$ cat config.mk
export PLATFORM = sky130hd
export DESIGN_NAME = multi_channel_divider
export DESIGN_NICKNAME = d
export VERILOG_FILES = /design/src/rtl/divider_pkg.sv /design/src/rtl/divider_channel.sv /design/src/rtl/multi_channel_divider.sv
export SDC_FILE = /design/constraint.sdc
export NUM_CORES = 1
export LEC_CHECK = 0
export CAP_MARGIN = 0
export CORE_MARGIN = 4
export CORE_UTILIZATION = 57
export DETAILED_ROUTE_END_ITERATION = 7
export MAX_ROUTING_LAYER = met4
export PLACE_DENSITY = 0.83
export REMOVE_ABC_BUFFERS = 1
export SETUP_SLACK_MARGIN = 0.02
export SYNTH_ARGS = -nofsm -noshare
export SYNTH_HDL_FRONTEND = slang
export SYNTH_SLANG_ARGS = --single-unit
$ cat constraint.sdc
create_clock -name clk -period 3.8 [get_ports clk]
set_input_delay 0.76 -clock clk [delete_from_list [all_inputs] [get_ports clk]]
set_output_delay 0.76 -clock clk [all_outputs]
set_load 0.01 [all_outputs]
$ cat src/rtl/divider_pkg.sv
// Shared types and helpers for the multi-channel clock-enable divider.
package divider_pkg;

  localparam int MAX_DIV_W   = 32;
  localparam int DEFAULT_DIV = 4;

  typedef logic [MAX_DIV_W-1:0] div_t;
  typedef logic [3:0]           chan_t;

  // High time of one period; odd divisors spend the extra cycle high.
  function automatic div_t half_period(input div_t d);
    logic [MAX_DIV_W:0] sum;
    sum = {1'b0, d} + (MAX_DIV_W+1)'(1);
    return div_t'(sum >> 1);
  endfunction

endpackage

$ cat src/rtl/divider_channel.sv
// One divider channel: counter, active divisor and a single pending divisor slot.
// With DIVIDER_SYNC_EN defined, sync_i restarts the counter and applies any pending divisor.
module divider_channel
  import divider_pkg::*;
#(
  parameter int DIV_W     = 16,
  parameter int RESET_DIV = DEFAULT_DIV
) (
  input  logic             clk,
  input  logic             rst,
`ifdef DIVIDER_SYNC_EN
  input  logic             sync_i,
`endif
  input  logic             wr_en_i,
  input  logic [DIV_W-1:0] wr_div_i,
  output logic             tick_o,
  output logic             level_o,
  output logic             active_o,
  output logic             busy_o
);

  localparam logic [DIV_W-1:0] RESET_VAL = DIV_W'(RESET_DIV);

  logic [DIV_W-1:0] cnt_q, cnt_d;
  logic [DIV_W-1:0] div_q, div_d;
  logic [DIV_W-1:0] pend_div_q, pend_div_d;
  logic             pend_vld_q, pend_vld_d;
  logic [DIV_W-1:0] half;
  logic             enabled;
  logic             wrap;
  logic             apply;

  assign enabled = (div_q != '0);
  assign wrap    = enabled && (cnt_q == div_q - DIV_W'(1));
  assign half    = DIV_W'(half_period(div_t'(div_q)));

  always_ff @(posedge clk or negedge rst) begin
    if (!rst) begin
      cnt_q      <= '0;
      div_q      <= RESET_VAL;
      pend_div_q <= '0;
      pend_vld_q <= 1'b0;
    end else begin
      cnt_q      <= cnt_d;
      div_q      <= div_d;
      pend_div_q <= pend_div_d;
      pend_vld_q <= pend_vld_d;
    end
  end

  // A pending divisor lands only at a period boundary (or immediately when idle),
  // so the running period always completes.
  always_comb begin
    cnt_d      = cnt_q;
    div_d      = div_q;
    pend_div_d = pend_div_q;
    pend_vld_d = pend_vld_q;
    apply      = 1'b0;
`ifdef DIVIDER_SYNC_EN
    if (sync_i) begin
      cnt_d = '0;
      apply = pend_vld_q;
    end else
`endif
    if (!enabled || wrap) begin
      cnt_d = '0;
      apply = pend_vld_q;
    end else begin
      cnt_d = cnt_q + DIV_W'(1);
    end
    if (apply) begin
      div_d      = pend_div_q;
      pend_vld_d = 1'b0;
    end
    if (wr_en_i) begin
      pend_div_d = wr_div_i;
      pend_vld_d = 1'b1;
    end
  end

  assign tick_o   = wrap;
  assign level_o  = enabled && (cnt_q < half);
  assign active_o = enabled;
  assign busy_o   = pend_vld_q;

endmodule

$ cat src/rtl/multi_channel_divider.sv
// CHANNELS independent programmable clock-enable dividers behind one valid/ready config port.
// Defining DIVIDER_SYNC_EN adds sync_i, which phase-aligns every channel.
module multi_channel_divider #(
  parameter int CHANNELS    = 4,
  parameter int DIV_W       = 16,
  parameter int DEFAULT_DIV = divider_pkg::DEFAULT_DIV,
  localparam int CHAN_W     = (CHANNELS > 1) ? $clog2(CHANNELS) : 1
) (
  input  logic                clk,
  input  logic                rst,
`ifdef DIVIDER_SYNC_EN
  input  logic                sync_i,
`endif
  input  logic                cfg_valid,
  output logic                cfg_ready,
  input  logic [CHAN_W-1:0]   cfg_chan,
  input  logic [DIV_W-1:0]    cfg_div,
  output logic [CHANNELS-1:0] tick_o,
  output logic [CHANNELS-1:0] level_o,
  output logic [CHANNELS-1:0] active_o
);

  // Handshake: a write transfers on any cycle with cfg_valid && cfg_ready; the
  // addressed channel is ready only while its pending slot is empty, and
  // out-of-range channel indices are always ready and silently dropped.
  logic [CHANNELS-1:0] busy;
  logic [CHANNELS-1:0] wr_en;

  always_comb begin
    cfg_ready = 1'b1;
    for (int i = 0; i < CHANNELS; i++) begin
      if (cfg_chan == CHAN_W'(i)) cfg_ready = !busy[i];
    end
  end

  for (genvar g = 0; g < CHANNELS; g++) begin : g_chan
    assign wr_en[g] = cfg_valid && cfg_ready && (cfg_chan == CHAN_W'(g));

    divider_channel #(
      .DIV_W     (DIV_W),
      .RESET_DIV (DEFAULT_DIV)
    ) u_chan (
      .clk      (clk),
      .rst      (rst),
`ifdef DIVIDER_SYNC_EN
      .sync_i   (sync_i),
`endif
      .wr_en_i  (wr_en[g]),
      .wr_div_i (cfg_div),
      .tick_o   (tick_o[g]),
      .level_o  (level_o[g]),
      .active_o (active_o[g]),
      .busy_o   (busy[g])
    );
  end

endmodule

### Word-level counts from Yosys, hierarchy flattened

Cells that the tools add are included.

| word-level totals | value |
|---|---|
| register bits after elaboration | 196 |
| bits of input ports | 21 |
| output and inout bits | 13 |
| logic and storage cells | 93 |

| cells by class | value |
|---|---|
| add/sub/neg operators | 12 |
| magnitude comparators | 4 |
| equality and inequality tests | 7 |
| mux-type cells | 20 |
| reductions and logical operators | 34 |

Operators with widths:

| operator | count |
|---|---|
| $add A16 B1 Y17 const B | 4 |
| $add A16 B1 Y16 const B | 4 |
| $eq A16 B16 Y1 | 4 |
| $lt A16 B16 Y1 | 4 |
| $mux W16 | 4 |
| $reduce_bool A16 Y1 | 4 |
| $sub A16 B1 Y16 const B | 4 |
| $mux W1 | 16 |
| $logic_and A1 B1 Y1 | 13 |
| $logic_not A1 Y1 | 8 |
| $reduce_bool A2 Y1 | 4 |
| $eq A2 B2 Y1 const B | 2 |
| $logic_or A1 B1 Y1 | 4 |
| $eq A2 B1 Y1 const B | 1 |
| $logic_not A2 Y1 | 1 |

### Depth between registers and ports, before layout

Gate-level depths: netlist (run 1).

| depth | value |
|---|---|
| word-level depth | 8 |
| mapped depth | 14 |
| mapped depth without buffers | 12 |

### By module

From an unflattened synthesis (run 1), not the netlist that was laid out.

| unflattened totals | value |
|---|---|
| cell total of the unflattened synthesis | 1337 |
| area, all modules | 12841.1 sq um |

Modules (own cells, without submodules):

| module | times used | cells an instance | area an instance (sq um) |
|---|---|---|---|
| divider_channel (g_chan[0].u_chan ...) | 2 | 351 | 3195.6 |
| divider_channel (g_chan[1].u_chan) | 1 | 325 | 3269.4 |
| divider_channel (g_chan[3].u_chan) | 1 | 303 | 3119.2 |
| multi_channel_divider | 1 | 7 | 61.3 |

### Worst setup path after synthesis (run 1)

OpenSTA, ideal clock, no wires.

| path | value |
|---|---|
| path type | register to output |
| start point | register g_chan[1].u_chan.div_q[2] |
| end point | output level_o[1] |
| arrival | 3.012 ns |
| path slack | 0.028 ns |
| cell stages (with the launch flop) | 14 |
| path buffers | 2 |
| cells stage by stage | dfstp_2 -> clkbuf_1 -> and3_1 -> and3_1 -> nand3_1 -> nor3_1 -> xnor2_1 -> ha_1 -> a21o_1 -> a21o_1 -> a21oi_1 -> o31ai_1 -> a2111oi_0 -> buf_4 |

| between the ends | value |
|---|---|
| word-level cells in the longest chain between the ends | 3 |

Ends and longest elaborated chain:

| element | RTL line | text |
|---|---|---|
| start: declaration | divider_channel.sv:25 | `logic [DIV_W-1:0] div_q, div_d;` |
| start signal: assignment | divider_channel.sv:45 | `div_q <= div_d;` |
| $add A16 B1 Y17 | divider_pkg.sv:13 | `sum = {1'b0, d} + (MAX_DIV_W+1)'(1);` |
| $lt A16 B16 Y1 | divider_channel.sv:82 | `assign level_o = enabled && (cnt_q < half);` |
| $logic_and A1 B1 Y1 * | divider_channel.sv:82 |  |
| end: declaration | multi_channel_divider.sv:19 | `output logic [CHANNELS-1:0] level_o,` |

Mark *: on every way between the ends. The rest lies on a longest branch, timed or not.

### Final worst setup path (run 1)

| path | value |
|---|---|
| start point | register g_chan[1].u_chan.div_q[2] |
| end point | output tick_o[1] |

| between the ends | value |
|---|---|
| word-level cells in the longest chain between the ends | 3 |

Ends and longest elaborated chain:

| element | RTL line | text |
|---|---|---|
| $sub A16 B1 Y16 | divider_channel.sv:34 | `assign wrap = enabled && (cnt_q == div_q - DIV_W'(1));` |
| $eq A16 B16 Y1 | divider_channel.sv:34 |  |
| $logic_and A1 B1 Y1 * | divider_channel.sv:34 |  |
| end: declaration | multi_channel_divider.sv:18 | `output logic [CHANNELS-1:0] tick_o,` |

Marked as above.

==> results.md, run 1 <==
- #FFs+latches synth: between 150 and 200
- Leak: 7.27 nW
- Fin area: roughly 16000 sq um
- Total grt overflow: 0
- Post-synth EDFFs: 0
- Seq/Total Area, Yosys: 38.1%
- Final WL: between 30000 and 40000 um
- Clk pwr share: 14.5%
- Async SR Flop Fraction: 100%
- Die Wd: 158 um
- Final WS setup: -336 ps
- Pint: 7.87 mW
- Share of cells above drive strength 1: 34.5%
- DRC errors left: 0
- Die height: 158 um
- Root Driver: clkbuf_16
- Count of unique library cells instantiated by Yosys: 74
- Placeable Area: 22000 sq um
- Number of nets in the layout: 1572
- GRT Overall Usage: 29.5%
- DP Wirelength: 22000 um
- Critical Path RT: 3040 ps
- Most frequent cells in the layout: 186 x buf_4, 185 x dfrtp_1, 109 x nor2_1
- Synthesized area: 12900 sq um
- Fin. Hold Viols: 0
- Crit end category: output port
- Yosys warning count: 0
- Critical path peak fanout: 7
- Routed WL per cell: about 22 um
- TritonCTS Buffers: 17
- RSZ-0062 raised after global routing: yes
- Register area: around 5000 sq um
- Die area: ~25000 sq um
- First-pass GRT wire length: about 57000 um
- Max-slew violation count: 0
- Final TNS setup: -718 ps
- Number of core rows: 54
- Initial drt markers: 1027
- CTS H-tree lvls: 4
- Final std cells w/o fill: roughly 1800
- Clk_skew: around 10 ps
- Area Overhead vs Synth: 26.6%
- Switching Fraction: a little over two fifths
- DP Cell Count: around 1600
- Area taken by multi-input logic gates: 8230 sq um
- Clk sink count: 196
- Setup Viol. Count Final: 7
- Initial core utilization: 58.5%
- Achievable frequency: ~0.24 GHz
- Via Count: between 10000 and 15000
- GPL Wtd Cong: 0.951
- Final ANT Viol Nets: 0
- Largest net degree at the start of global routing: 85
- Initial antenna violation count: 0
- PortBufs: 33
- Clock latency on the worst-skew pair: 450 ps
- Hold Crit Class: input port to async pin
- Ports: 34
- Ys flop type: dfrtp_1
- Via/cell ratio: 6.47
- Failing checks: setup timing
- Status: finished with violations
- Util after Layout: 74.0%
- Reg clk slew, reported paths: 80 ps
- Post-Syn Instances: 1295
- Worst Path Class, Setup: flop to output port
- CTS tree: built
- Slew headroom: 53.1%
- CP arrival: 3380 ps
- Max-cap violations: 0
- Post-Syn Area per Cell: 9.94 sq um
- Sequential power share: between 20% and 30%
- Max VDD drop: 336 uV
- Slew @ Worst Pin: roughly 700 ps
- Diode count: 0
- CP Launch Type: flop
- Cell Area, Placed: 13900 sq um
- Final-layout fill cell count: around 1300
- Final Cycle Share: 109%
- Comb pwr share: 55.7%
- P_sw: 5.69 mW
- Pwr dens: 831 nW/um^2
- Vias in the first global route: 11141
- Overall power: 13.6 mW
- CTS Buffer Depth: 2
- Minimum clock period: 4140 ps
- Drt pass-1 iters: 6
- Commonest non-fill, non-tap cell in the layout: buf_4
-- worst paths after layout --
check,end,start,cells after the start,slack (ps)
max,tick_o[1],g_chan[1].u_chan.div_q[2]$_DFFE_PN1P_,10,-340
min,g_chan[3].u_chan.cnt_q[13]$_DFF_PN0_,rst,1,340
max reg2reg,g_chan[1].u_chan.div_q[6]$_DFFE_PN0P_,g_chan[1].u_chan.div_q[0]$_DFFE_PN0P_,22,0
min reg2reg,g_chan[0].u_chan.div_q[12]$_DFFE_PN0P_,g_chan[0].u_chan.pend_div_q[12]$_DFFE_PN0P_,1,500
max in group asynchronous,g_chan[0].u_chan.pend_div_q[14]$_DFFE_PN0P_,rst,2,2560
min in group clk,g_chan[0].u_chan.div_q[12]$_DFFE_PN0P_,g_chan[0].u_chan.pend_div_q[12]$_DFFE_PN0P_,1,500
-- through the flow --
| step | hold slack [ps] | setup slack (ps) |
|---|---|---|
| 4_1_cts | 380 | -222 |
| 2_1_floorplan | 450 | 95.6 |
| 6_report | 337 | -336 |
| 3_3_place_gp | 462 | -322 |
| 5_1_grt | 391 | -472 |
| 3_5_place_dp | 469 | -358 |
-- flip-flops by register name, indices dropped and copies added, names as in the netlist --
| name | count |
|---|---|
| g_chan.u_chan.cnt_q | 64 |
| g_chan.u_chan.pend_div_q | 64 |
| g_chan.u_chan.div_q | 64 |
| g_chan.u_chan.busy_o | 4 |
-- critical path, stage by stage (launching register included) --
cell	delay (ps)
dfstp_2	400
buf_4	140
buf_6	130
or4_4	490
nor3_2	300
nand3_1	160
a311oi_2	360
a41oi_2	130
or4_4	550
nor2b_1	110
buf_2	130
-- layout make-up --
cell class | count | share of cell area [%]
inverter | 35 | 0.852
timing repair buffer | 247 | 12.6
clock buffer | 21 | 2.76
clock inverter | 11 | 1.07
multi-input combinational | 978 | 50.4
sequential | 196 | 30.2
tap | 280 | 2.15
-- synth_stat cells (5+ instances only) --
| library cell | n | share of area, % |
|---|---|---|
| a21oi_1 | 15 | 0.58 |
| buf_4 | 13 | 0.76 |
| and4_1 | 7 | 0.48 |
| mux2i_1 | 6 | 0.47 |
| nand2b_1 | 10 | 0.49 |
| or3_1 | 5 | 0.24 |
| nand4_1 | 36 | 1.7 |
| clkbuf_1 | 55 | 1.6 |
| nand2_1 | 63 | 1.8 |
| a21o_1 | 25 | 1.5 |
| nor4_1 | 16 | 0.78 |
| mux2_1 | 6 | 0.52 |
| and3_1 | 35 | 1.7 |
| dfrtp_1 | 192 | 37 |
| o31ai_1 | 10 | 0.58 |
| nor2_1 | 129 | 3.8 |
| or4_1 | 9 | 0.52 |
| or2_2 | 6 | 0.29 |
| nor2b_1 | 17 | 0.83 |
| inv_1 | 35 | 1.0 |
| ha_1 | 76 | 7.4 |
| nor3_1 | 32 | 1.2 |
| nor4_2 | 5 | 0.49 |
| xnor2_1 | 97 | 6.6 |
| mux2_2 | 96 | 8.4 |
| buf_2 | 11 | 0.43 |
| a32o_1 | 22 | 1.7 |
| mux2_4 | 7 | 0.82 |
| nand3b_1 | 5 | 0.29 |
| nand3_1 | 57 | 2.2 |
| xor2_1 | 98 | 6.7 |
| buf_1 | 5 | 0.15 |
| a31oi_1 | 5 | 0.24 |
| o21ai_0 | 8 | 0.31 |
-- timing repair --
| item | 4_1_cts | 5_1_grt |
|---|---|---|
| buffers inserted | 75 | 51 |
| endpoints found under the setup margin | 9 | 59 |
| gates cloned | 0 | 2 |
| resized for setup | 117 | 117 |
| pin swaps | 44 | 69 |
| hold buffers | 0 | 0 |
-- power groups by stage --
| stage | combinational, mW | clock (mW) | sequential, mW |
|---|---|---|---|
| global route | 8.02 | 2.08 | 4.12 |
| CTS | 6.38 | 1.96 | 3.91 |
| finish | 7.56 | 1.97 | 4.03 |
| global placement | 5.09 | 0 | 3.87 |
| detailed placement | 5.32 | 0 | 3.93 |
| floorplan | 3.54 | 0 | 3.83 |
-- metal layers --
metal / global-route usage [%] / routed length [um] / part of all wire [%]
met1: 35.5 / 14700 / 37
met2: 49.3 / 19900 / 50
met3: 5.54 / 2960 / 7.4
met4: 11.4 / 2190 / 5.5
met5: - / 0 / 0
-- cells by family (layout without fill, tap and decap cells) --
| kind of cell | Yosys count | count (layout) | synth area share, % |
|---|---|---|---|
| muxes | 116 | 116 | 10.4 |
| and+or+nand+nor | 461 | 461 | 18.9 |
| xor gates and xnor gates | 195 | 195 | 13.3 |
| AOI/OAI and AO/OA | 130 | 130 | 7.81 |
| adders and majority gates | 76 | 76 | 7.38 |
| buffers and inverters | 121 | 314 | 4.13 |
| DFF | 196 | 196 | 38.1 |
Note: power is estimated with default switching activity, not from simulation.
==> run 2: changes to the inputs <==
- CTS_CLUSTER_SIZE: default -> 40
==> results of run 2 <==
Same layout as run 1: the final DEF is identical, and so are final timing and power.
